--- src/rtl/ce_rst_seq.sv ---
// Clock-enable dividers (optionally cascaded on the previous channel) plus in-order reset release and lock.
// Defining CE_RST_SEQ_SYNC_EN adds i_sync, which reloads all counters at once to phase-align the channels.
module ce_rst_seq #(
  parameter int N_CH      = 4,
  parameter int WIDTH_DIV = 16,
  parameter int RST_HOLD  = 16
) (
  input  logic                      i_clk,
  input  logic                      i_reset_n,
  input  logic [N_CH*WIDTH_DIV-1:0] i_div,
  input  logic [N_CH-1:0]           i_cascade,
  input  logic                      i_div_load,
`ifdef CE_RST_SEQ_SYNC_EN
  input  logic                      i_sync,
`endif
  output logic [N_CH-1:0]           o_ce,
  output logic [N_CH-1:0]           o_rst_ch,
  output logic                      o_locked
);
  localparam int HW = $clog2(RST_HOLD + 1);
  localparam int SW = (N_CH > 1) ? $clog2(N_CH) : 1;

  typedef enum logic {ST_SEQ, ST_DONE} state_t;

  logic [WIDTH_DIV-1:0] r_cnt     [N_CH];
  logic [WIDTH_DIV-1:0] r_shd_div [N_CH];
  logic [N_CH-1:0]      r_shd_cas;
  logic [N_CH-1:0]      r_act_cas;
  logic [N_CH-1:0]      r_ce;
  logic [N_CH-1:0]      r_rst;
  logic                 r_locked;
  state_t               r_state;
  logic [SW-1:0]        r_stage;
  logic [HW-1:0]        r_hold;

  logic [WIDTH_DIV-1:0] w_nxt_div [N_CH];
  logic [N_CH-1:0]      w_nxt_cas;
  logic [N_CH-1:0]      w_evt;
  logic [N_CH-1:0]      w_reload;
  logic                 w_sync;

`ifdef CE_RST_SEQ_SYNC_EN
  assign w_sync = i_sync;
`else
  assign w_sync = 1'b0;
`endif

  // Divisor 0 behaves like 1: reload value is max(d,1)-1.
  function automatic logic [WIDTH_DIV-1:0] f_reload(input logic [WIDTH_DIV-1:0] d);
    return (d == '0) ? '0 : d - WIDTH_DIV'(1);
  endfunction

  // Channel 0 always counts clk; channel k>0 counts the registered ce of channel k-1 when cascaded.
  assign w_evt = ~(r_act_cas & ~N_CH'(1)) | (r_ce << 1);

  always_comb begin
    for (int k = 0; k < N_CH; k++) begin
      w_nxt_div[k] = i_div_load ? i_div[k*WIDTH_DIV +: WIDTH_DIV] : r_shd_div[k];
      w_nxt_cas[k] = i_div_load ? i_cascade[k] : r_shd_cas[k];
      w_reload[k]  = w_evt[k] && (r_cnt[k] == '0);
    end
  end

  always_ff @(posedge i_clk) begin
    if (!i_reset_n) begin
      for (int k = 0; k < N_CH; k++) begin
        r_cnt[k]     <= f_reload(i_div[k*WIDTH_DIV +: WIDTH_DIV]);
        r_shd_div[k] <= i_div[k*WIDTH_DIV +: WIDTH_DIV];
      end
      r_shd_cas <= i_cascade;
      r_act_cas <= i_cascade;
      r_ce      <= '0;
    end else begin
      if (i_div_load) begin
        for (int k = 0; k < N_CH; k++) begin
          r_shd_div[k] <= i_div[k*WIDTH_DIV +: WIDTH_DIV];
        end
        r_shd_cas <= i_cascade;
      end
      // Shadow values take effect only at a reload (or sync), so periods are never cut short.
      for (int k = 0; k < N_CH; k++) begin
        if (w_sync || w_reload[k]) begin
          r_cnt[k]     <= f_reload(w_nxt_div[k]);
          r_act_cas[k] <= w_nxt_cas[k];
        end else if (w_evt[k]) begin
          r_cnt[k] <= r_cnt[k] - WIDTH_DIV'(1);
        end
      end
      r_ce <= w_sync ? '0 : w_reload;
    end
  end

  always_ff @(posedge i_clk) begin
    if (!i_reset_n) begin
      r_state  <= ST_SEQ;
      r_stage  <= '0;
      r_hold   <= '0;
      r_rst    <= '1;
      r_locked <= 1'b0;
    end else begin
      case (r_state)
        ST_SEQ: begin
          if (r_ce[r_stage]) begin
            if (r_hold == HW'(RST_HOLD - 1)) begin
              r_rst[r_stage] <= 1'b0;
              r_hold         <= '0;
              if (r_stage == SW'(N_CH - 1)) begin
                r_state <= ST_DONE;
              end else begin
                r_stage <= r_stage + SW'(1);
              end
            end else begin
              r_hold <= r_hold + HW'(1);
            end
          end
        end
        ST_DONE: begin
          r_locked <= 1'b1;
          r_rst    <= '0;
        end
        default: r_state <= ST_SEQ;
      endcase
    end
  end

  assign o_ce     = r_ce;
  assign o_rst_ch = r_rst;
  assign o_locked = r_locked;

endmodule

--- config.mk ---
export PLATFORM = sky130hd
export DESIGN_NAME = ce_rst_seq
export DESIGN_NICKNAME = d
export VERILOG_FILES = /design/src/rtl/ce_rst_seq.sv
export SDC_FILE = /design/constraint.sdc
export NUM_CORES = 1
export LEC_CHECK = 0
export BUFFER_PORTS_ARGS = -buffer_cell sky130_fd_sc_hd__buf_2
export CAP_MARGIN = 20
export CORE_ASPECT_RATIO = 1.4
export CORE_MARGIN = 3
export CORE_UTILIZATION = 53
export CTS_BUF_LIST = sky130_fd_sc_hd__clkbuf_2 sky130_fd_sc_hd__clkbuf_4 sky130_fd_sc_hd__clkbuf_8
export DETAILED_ROUTE_END_ITERATION = 7
export GPL_ROUTABILITY_DRIVEN = 0
export GPL_TIMING_DRIVEN = 0
export PLACE_DENSITY = 0.71
export SLEW_MARGIN = 20
export SYNTH_ARGS = -nofsm -noshare
export SYNTH_HDL_FRONTEND = slang
export SYNTH_SLANG_ARGS = --single-unit
--- constraint.sdc ---
create_clock -name i_clk -period 14.1 [get_ports i_clk]
set_clock_uncertainty 0.15 [all_clocks]
set_input_delay 3.525 -clock i_clk [delete_from_list [all_inputs] [get_ports i_clk]]
set_output_delay 3.525 -clock i_clk [all_outputs]
set_load 0.005 [all_outputs]
==> flow_summary_export.csv <==
group,metric,value,unit
global_routing,met2_usage,45.2,%
sta,slew_viol_final,0,
synthesis,yosys.cell_types.count,79,
setup_path,rr_endpoint,"r_cnt[0][2]",
clock_network,clock_sinks,151,
sta,setup_viol,0,
sta,slew_headroom,43.9,%
synthesis,syn_area,0.0106,mm2
global_routing,overflow,0,
synthesis,synth_edf_count,134,
global_routing,busiest_layer,"met2",
layout,final_common_cell,"edfxtp_1",
worst_hold_path,whs_path_depth,2,
setup_path,worstPathArrival,8.31,ns
sta,finalCritPeriodShare,58.4,%
pwr,p_int,761,uW
setup_path,rrSetupSlack,10.89,ns
synthesis,ys_seq_area_share,41.2,%
setup_path,start_kind,"input pin",
synthesis,syn_inst,1077,
synthesis,ys_ff_latch,151,
setup_path,crit_fanout,10,
routing,drt-initial-drc-count,579,
clock_network,cts_tree,"yes",
setup_path,crit_path_end_kind,"flop",
pwr,p_clk_share,29.5,%
setup_path,cp.required,14.17,ns
routing,firstDrtPassIters,6,
sta,worstMarginPinSlew,0.834,ns
global_routing,met3_usage,3.79,%
pwr,power_density,92.9,mW/mm2
floorplan,fp.dieH,173,um
layout,syn_to_final_growth,10.8,%
setup_path,crit_top_cell,"buf_2",
routing,num_vias,8638,
layout,final_cell_mix,"134 x edfxtp_1, 90 x buf_2, 84 x nor2_1",
setup_path,r2r_cells,7,
pwr,vdd_ir_drop_max,0.0575,mV
setup_path,critPathSlowestCell,"or4b_1",
synthesis,syn_area_per_cell,9.84,um2
sta,hold_viol,0,
floorplan,rows,60,
status,status,"completed",
global_routing,grt_max_degree,45,
worst_hold_path,whs_endpoint,"r_hold[4]",
setup_path,crit_start,"i_div_load",
clock_network,clk_path_buf_depth,2,
global_routing,grt_use_total,25.2,%
flow_run,maxCapViolCount,0,
floorplan,dieArea,0.0217,mm2
layout,fin_nets,1285,
clock_network,cts_setup_buffers,0,
layout,diodes,0,
pwr,combPwrFrac,18.5,%
pwr,p_sw,329,uW
floorplan,start_util,54.5,%
worst_hold_path,hp-start,"r_hold[4]",
placement,post-dp-hpwl,20800,um
sta,period_needed,8.24,ns
setup_path,path_class,"input pin to flop",
setup_path,path_cells,"buf_4, buf_6, buf_2, buf_2, buf_2, buf_2, buf_2, buf_2, mux2i_1, ha_1, o221ai_1, or2_2, or4b_1, nand2_1, buf_2, o21ai_0",
global_routing,grt_pass1_wl,44200,um
worst_hold_path,hold_path.class,"flop to flop",
clock_network,cts_buffers,17,
routing,routed_wl,27300,um
routing,ant_nets,0,
setup_path,critical-path-max-stage-delay,0.61,ns
synthesis,synth_flop_cell,"edfxtp_1",
sta,setup_tns,0,ns
clock_network,clk_latency,0.48,ns
clock_network,cts_resized,0,
clock_network,htreeDepth,4,
routing,drc,0,
layout,drive_gt1_share,13.5,%
sta,grt_setup_unrepaired,"false",
global_routing,use_met1,30.3,%
placement,place_ws,5.36,ns
global_routing,grt_pass1_vias,8669,
global_routing,antenna_found_initial,0,
sta,fmax,0.121,GHz
floorplan,ios,80,
synthesis,yosysWarnings,0,
synthesis,postSynth.asyncResetShare,0,%
routing,wl_per_cell,18.9,um
floorplan,core,0.0194,mm2
clock_network,cts-root-buf,"clkbuf_8",
pwr,pwr-share-seq,52.0,%
floorplan,die_width,126,um
placement,io_buffers,77,
clock_network,clk_pin_slew_worst_paths,0.09,ns
sta,fin_ws,5.86,ns
clock_network,postCtsHoldBufs,0,
routing,viasPerCell,5.96,
pwr,swShare,30.2,%
setup_path,timing.rr.start,"r_cnt[0][5]",
pwr,leakage,4.19,nW
==> synth_stat cells (8+ instances only) <==
master | number | area, um2
a21oi_1 | 32 | 160
buf_2 | 13 | 65.1
clkbuf_1 | 29 | 109
dfxtp_1 | 17 | 340
edfxtp_1 | 134 | 4020
ha_1 | 25 | 313
inv_1 | 24 | 90.1
mux2_2 | 11 | 124
mux2i_1 | 55 | 551
nand2_1 | 76 | 285
nand2b_1 | 16 | 100
nand3_1 | 12 | 60.1
nand3b_1 | 10 | 75.1
nor2_1 | 84 | 315
nor2b_1 | 13 | 81.3
nor3_1 | 76 | 380
nor3b_1 | 10 | 75.1
nor4_1 | 36 | 225
nor4b_1 | 8 | 70.1
o21ai_0 | 52 | 260
o221ai_1 | 15 | 131
o22a_1 | 27 | 236
or3_1 | 17 | 106
or4_1 | 10 | 75.1
xnor2_1 | 83 | 727
xor2_1 | 74 | 648
==> per-layer routing <==
layer / up-vias / share of wire, %
li1: 4228 / -
met1: 4096 / 41
met2: 254 / 52
met3: 60 / 4.1
met4: 0 / 3.2
met5: - / 0
==> kinds of logic after synthesis <==
logic type / synth area share, %
compound gates: 12.7
xor+xnor: 13.0
fa+ha+maj: 2.95
buf+inv: 3.09
flops: 41.2
mux: 6.58
other cells: 0.0354
simple gates: 20.5
==> how the worst max path moves through the flow <==
stage              endpoint  cells after the start
2_1_floorplan  r_cnt[0][11]                     16
3_3_place_gp    r_cnt[0][4]                     16
3_5_place_dp    r_cnt[0][4]                     16
4_1_cts         r_cnt[0][4]                     16
5_1_grt         r_cnt[0][4]                     16
6_report        r_cnt[0][4]                     16
==> per-stage QoR <==
stage	power (mW)	util (%)	hold WS, ns	instance area [um2]	std cells
floorplan	0.707	-	0.261	10700	1092
global placement	0.770	58.4	0.270	11300	1417
detailed placement	0.775	58.5	0.275	11400	1418
CTS	1.09	60.4	0.292	11700	1450
global route	1.14	60.4	0.335	11700	1450
finish	1.09	60.4	0.293	11700	1450
==> registers in the layout, indices dropped and copies added (netlist names) <==
name / cells
r_cnt: 64
r_shd_div: 64
r_hold: 5
o_ce: 4
o_rst_ch: 4
r_act_cas: 3
r_shd_cas: 3
r_stage: 2
o_locked: 1
r_state: 1
==> area by class of cell <==
type | count | area, um2
Sequential cell | 151 | 4360
Inverter | 24 | 90.1
Buffer | 49 | 238
Timing Repair Buffer | 78 | 405
Clock buffer | 18 | 241
Multi-Input combinational cell | 868 | 5970
Tap cell | 248 | 310
Clock inverter | 14 | 125
Fill cell | 1692 | 7700
==> power groups by stage <==
stage	clock network (mW)	logic, mW	registers [mW]
final	0.322	0.202	0.567
after global routing	0.341	0.223	0.573
after CTS	0.327	0.200	0.566
after detailed placement	0	0.199	0.576
after global placement	0	0.195	0.575
after floorplan	0	0.138	0.569
==> worst max-delay path: cells and delay by family <==
kind,cells,cell delay (ns)
AO/OA/AOI/OAI,2,0.39
multiplexers,1,0.24
AND/OR/NAND/NOR,3,1.21
adder cells (fa/ha/maj),1,0.23
buffers and inverters,9,2.71
Note: power is estimated with default switching activity, not from simulation.
